[src/rtl/key_debounce_repeat.sv]
// ============================================================================
// Module      : key_debounce_repeat
// Description : Two-key debouncer with press event and optional auto-repeat.
// Revision    : 1.0
// ============================================================================
`default_nettype none

module key_debounce_repeat #(
  parameter int DEBOUNCE_CNT = 2_000_000,
  parameter int REPEAT_DLY   = 50_000_000,
  parameter int REPEAT_PER   = 10_000_000,
  parameter bit REPEAT_EN    = 1'b1
) (
  input  logic       clk,
  input  logic       rst,
  input  logic [1:0] key_n,
  output logic       key_flag,
  output logic [1:0] key_value
);

  localparam int          c_CNT_W    = 26;
  localparam logic [25:0] c_DEB_LAST = 26'(DEBOUNCE_CNT - 1);
  localparam logic [25:0] c_DLY_LAST = 26'(REPEAT_DLY - 1);
  localparam logic [25:0] c_PER_LAST = 26'(REPEAT_PER - 1);

  typedef enum logic [2:0] {
    S_IDLE = 3'd0,
    S_DEB  = 3'd1,
    S_HOLD = 3'd2,
    S_RPT  = 3'd3,
    S_REL  = 3'd4
  } state_t;

  state_t               r_state;
  logic [c_CNT_W-1:0]   r_cnt;
  logic [1:0]           r_pat;
  logic [1:0]           r_sync1;
  logic [1:0]           r_sync2;
  logic                 r_flag;
  logic [1:0]           r_value;

  logic [1:0]           w_p;
  logic [c_CNT_W-1:0]   w_cnt_inc;

  // Sync FFs reset to "released" so no phantom press follows reset.
  always_ff @(posedge clk) begin
    if (rst) begin
      r_sync1 <= 2'b11;
      r_sync2 <= 2'b11;
    end else begin
      r_sync1 <= key_n;
      r_sync2 <= r_sync1;
    end
  end

  assign w_p       = ~r_sync2;
  assign w_cnt_inc = (&r_cnt) ? r_cnt : r_cnt + 26'd1;

  always_ff @(posedge clk) begin
    if (rst) begin
      r_state <= S_IDLE;
      r_cnt   <= '0;
      r_pat   <= 2'b00;
      r_flag  <= 1'b0;
      r_value <= 2'b00;
    end else begin
      r_flag <= 1'b0;
      case (r_state)
        S_IDLE: begin
          if (w_p != 2'b00) begin
            r_state <= S_DEB;
            r_pat   <= w_p;
            r_cnt   <= '0;
          end
        end
        S_DEB: begin
          if (w_p == 2'b00) begin
            r_state <= S_IDLE;
            r_cnt   <= '0;
          end else if (w_p != r_pat) begin
            r_pat <= w_p;
            r_cnt <= '0;
          end else if (r_cnt == c_DEB_LAST) begin
            r_flag  <= 1'b1;
            r_value <= r_pat;
            r_state <= S_HOLD;
            r_cnt   <= '0;
          end else begin
            r_cnt <= w_cnt_inc;
          end
        end
        S_HOLD: begin
          if (w_p != r_pat) begin
            r_state <= S_REL;
            r_cnt   <= '0;
          end else if (REPEAT_EN && (r_cnt == c_DLY_LAST)) begin
            // A pending flag from the previous cycle defers the repeat by one cycle.
            if (!r_flag) begin
              r_flag  <= 1'b1;
              r_value <= r_pat;
              r_state <= S_RPT;
              r_cnt   <= '0;
            end
          end else begin
            r_cnt <= w_cnt_inc;
          end
        end
        S_RPT: begin
          if (w_p != r_pat) begin
            r_state <= S_REL;
            r_cnt   <= '0;
          end else if (r_cnt == c_PER_LAST) begin
            if (!r_flag) begin
              r_flag  <= 1'b1;
              r_value <= r_pat;
              r_cnt   <= '0;
            end
          end else begin
            r_cnt <= w_cnt_inc;
          end
        end
        S_REL: begin
          if (w_p != 2'b00) begin
            r_cnt <= '0;
          end else if (r_cnt == c_DEB_LAST) begin
            r_state <= S_IDLE;
            r_cnt   <= '0;
          end else begin
            r_cnt <= w_cnt_inc;
          end
        end
        default: begin
          r_state <= S_IDLE;
          r_cnt   <= '0;
        end
      endcase
    end
  end

  assign key_flag  = r_flag;
  assign key_value = r_value;

endmodule

`default_nettype wire

[config.mk]
export PLATFORM = sky130hd
export DESIGN_NAME = key_debounce_repeat
export DESIGN_NICKNAME = d
export VERILOG_FILES = /design/src/rtl/key_debounce_repeat.sv
export SDC_FILE = /design/constraint.sdc
export NUM_CORES = 1
export LEC_CHECK = 0
export ABC_AREA = 1
export BUFFER_PORTS_ARGS = -buffer_cell sky130_fd_sc_hd__buf_2
export CELL_PAD_IN_SITES_DETAIL_PLACEMENT = 0
export CELL_PAD_IN_SITES_GLOBAL_PLACEMENT = 1
export CORE_MARGIN = 3
export CORE_UTILIZATION = 35
export DETAILED_ROUTE_END_ITERATION = 12
export PLACE_DENSITY_LB_ADDON = 0.3
export SLEW_MARGIN = 20
export SYNTH_ARGS = -nofsm -noshare
export SYNTH_HDL_FRONTEND = slang
export SYNTH_SLANG_ARGS = --single-unit
[constraint.sdc]
create_clock -name clk -period 2.13 [get_ports clk]
set_input_delay 0.213 -clock clk [delete_from_list [all_inputs] [get_ports clk]]
set_output_delay 0.213 -clock clk [all_outputs]
set_load 0.05 [all_outputs]
==> results.sh <==
export IMPL_syn_nets=453
export IMPL_synthToLayoutAreaGrowth_pct=14.50
export IMPL_route_met3_wl_um=344
export IMPL_required_ns=2.32
export IMPL_diodes=0
export IMPL_cts_hold_buffers_added=0
export IMPL_synth_area_um2=2718
export IMPL_hold_class="in2reg"
export IMPL_critical_path_slowest_cell="dfxtp_1"
export IMPL_chipWidth_um=94.12
export IMPL_holdPathEnd="r_sync1[0]"
export IMPL_r2r_setup_slack_ns=0.17
export IMPL_min_path_cells=2
export IMPL_synth_compound_area_share_pct=12.11
export IMPL_relSlewSlack_pct=51.32
export IMPL_vias=2925
export IMPL_synth_xor_area_share_pct=1.243
export IMPL_tightest_slew_ns=0.7294
export IMPL_cts_buffers=5
export IMPL_crit_reg2reg_launch="r_cnt[17]"
export IMPL_worstPathMaxFanout=27
export IMPL_most_common_layout_cells="nand2_1, inv_1, nor2_1"
export IMPL_hold_viol_final=0
export IMPL_final_common_cell="nand2_1"
export IMPL_routed_wl_met2_mm=3.699
export IMPL_cpPeakStageDelay_ns=0.41
export IMPL_holdCritStartpoint="key_n[0]"
export IMPL_leakagePower_nw=1.359
export IMPL_path_class="reg2reg"
export IMPL_io_pins=7
export IMPL_ant_nets=0
export IMPL_synth_ff_type="dfxtp_1"
export IMPL_nFillCells=796
export IMPL_drt_iter0_drc=194
export IMPL_ys_top_cells_by_area="dfxtp_1, nand2_1, inv_1"
export IMPL_r2r_cells=12
export IMPL_gp_congestion=0.9031
export IMPL_p_per_area_nw_per_um2=690.2
export IMPL_skew_ns=0.008455
export IMPL_cts_max_path_buffers=2
export IMPL_synth_top_family_by_area="simple AND/OR/NAND/NOR gates"
export IMPL_drc=0
export IMPL_clk_insertion_delay_late_ns=0.30
export IMPL_cp_num_buf_inv=3
export IMPL_grt_pass1_vias=2629
export IMPL_layout_drive_gt1_share_pct=16.07
export IMPL_synth_seq_area_share_pct=27.99
export IMPL_synth_edf_count=0
export IMPL_clockRootBuffer="clkbuf_8"
export IMPL_yosysWarnings=0
export IMPL_dr_pass1_iters=5
export IMPL_grt_usage_pct=18.53
export IMPL_setup_violations=0
export IMPL_worstPathArrival_ns=2.16
export IMPL_top_layer="met4"
export IMPL_tns_ns=0
export IMPL_coreArea_um2=7408
export IMPL_grt_max_degree=28
export IMPL_final_util_pct=42.00
export IMPL_antenna_found_initial=0
export IMPL_syn_avg_cell_area_um2=6.066
export IMPL_clk_pin_slew_ns=0.08
export IMPL_die_h_um=94.12
export IMPL_drv_cap=0
export IMPL_reg2reg_to="r_cnt[5]"
export IMPL_met1_length_mm=3.677
export IMPL_row_count=31
export IMPL_slew_violations=0
export IMPL_cts_tree="built"
export IMPL_syn_inst=448
export IMPL_yosysTopAreaCell="dfxtp_1"
export IMPL_status="finished clean"
export IMPL_multi_input_area_um2=1659
export IMPL_cts_sinks=38
export IMPL_drt_total_wl_mm=7.839
export IMPL_cts_htree_levels=2
export IMPL_cp_start_kind="register"
export IMPL_seq_area_um2=765.7
export IMPL_period_share_pct=92.25
export IMPL_die_area_um2=8858
export IMPL_synthAdderAreaFrac_pct=0.4604
export IMPL_gr_total_overflow=0
export IMPL_synthArstFlopShare_pct=0
export IMPL_ys_ff_latch=38
export IMPL_cp_top_family="simple AND/OR/NAND/NOR gates"
export IMPL_path_cells="inv_1 > nor2_1 > nand3_1 > nor2_1 > nand3_1 > nand2_1 > nand3_4 > buf_12 > o21ai_0 > nand2_1 > o21ai_0 > inv_1"
export IMPL_fmax_mhz=508.9
export IMPL_end_kind="register"
export IMPL_drt_vias_per_instance=5.114
export IMPL_dp_hpwl_mm=5.931
export IMPL_io_buffer_count=6
export IMPL_min_period_ns=1.965
export IMPL_routedWlPerCell_um=13.70
export IMPL_synth_cell_type_count=35
export IMPL_peakVddDrop_mv=0.2398
export IMPL_start_util_pct=36.68
export IMPL_fin_nets=477
export IMPL_synth_area_mux_share_pct=0
export IMPL_grt_pass1_wl_mm=12.93
export IMPL_yosys_area_share_simple_pct=46.50
export IMPL_synth_top_cell_area_share_pct=27.99
==> routing by layer <==
layer	vias to the layer above	global-route usage, %
li1	1487	-
met4	0	5.776
met3	13	2.804
met5	-	0
met2	70	30.40
met1	1355	24.87
==> synthesized netlist by cell type, types with 3 or more instances <==
library cell,count
nand2_1,130
or2_2,5
nor4_1,3
nor3_1,11
nand4_1,15
o211ai_1,14
inv_1,63
a21oi_1,16
nand3_1,39
nor2_1,49
clkbuf_1,5
nor2_4,5
buf_6,3
o21ai_0,16
dfxtp_1,38
nand2_2,11
==> worst register-to-register path, cell delays in order (launching register included) <==
cell     delay [ns]
dfxtp_1        0.41
inv_1          0.11
nor2_1         0.18
nand3_1        0.12
nor2_1         0.16
nand3_1        0.14
nand2_1        0.13
nand3_4        0.08
buf_12         0.17
o21ai_0        0.10
nand2_1        0.06
o21ai_0        0.15
inv_1          0.05
==> layout make-up <==
type	instances	area share, %
clock buffers	6	2.654
multi-input cells	334	53.32
inverters	64	7.720
flip-flops and latches	38	24.61
clock inverters	2	0.4021
well taps	99	3.981
repair buffers	29	7.318
==> how the worst max path moves through the flow <==
stage                   start      endpoint  cells after the start
finish              r_cnt[17]      r_cnt[5]                     12
global placement    r_cnt[15]      r_cnt[5]                     12
floorplan            r_cnt[0]     r_cnt[14]                     13
global route         r_cnt[1]  key_value[1]                     13
detailed placement   r_cnt[1]  key_value[0]                     13
CTS                  r_cnt[1]  key_value[0]                     13
==> power breakdown <==
part / leakage (nW) / internal (W) / switching, W
sequential: 0.309 / 0.000768 / 0.0000417
combinational: 1.00 / 0.000260 / 0.000550
clock: 0.0472 / 0.000260 / 0.000269
==> what timing repair did <==
action,4_1_cts,5_1_grt
setup endpoints to repair,0,23
setup buffers,0,1
endpoints found under the hold margin,0,0
gates resized for setup,0,10
==> cell families after synthesis <==
group                    after synthesis
AND/OR/NAND/NOR                      276
buffers and inverters                 76
AO/OA/AOI/OAI                         54
flip-flops                            38
XOR/XNOR                               3
adder cells (fa/ha/maj)                1
==> metrics by stage <==
step	std cells	hold WS, ns	worst slack (ns)	instance area, um2	total power, W
final	572	0.1004	0.1651	3112	0.002148
after global routing	572	0.09661	-0.01223	3112	0.002302
after CTS	571	0.09268	0.07555	3079	0.002166
after detailed placement	563	0.3941	0.09169	2984	0.001627
after global placement	563	0.3934	0.1321	2984	0.001630
after floorplan	448	0.3168	0.3245	2718	0.001386
==> registers in the layout, summed over array words and instances, names as in the netlist <==
register / flops
key_value: 2
key_flag: 1
r_sync2: 2
r_sync1: 2
r_state: 3
r_cnt: 26
r_pat: 2
Power figures use the tool's default switching activity.
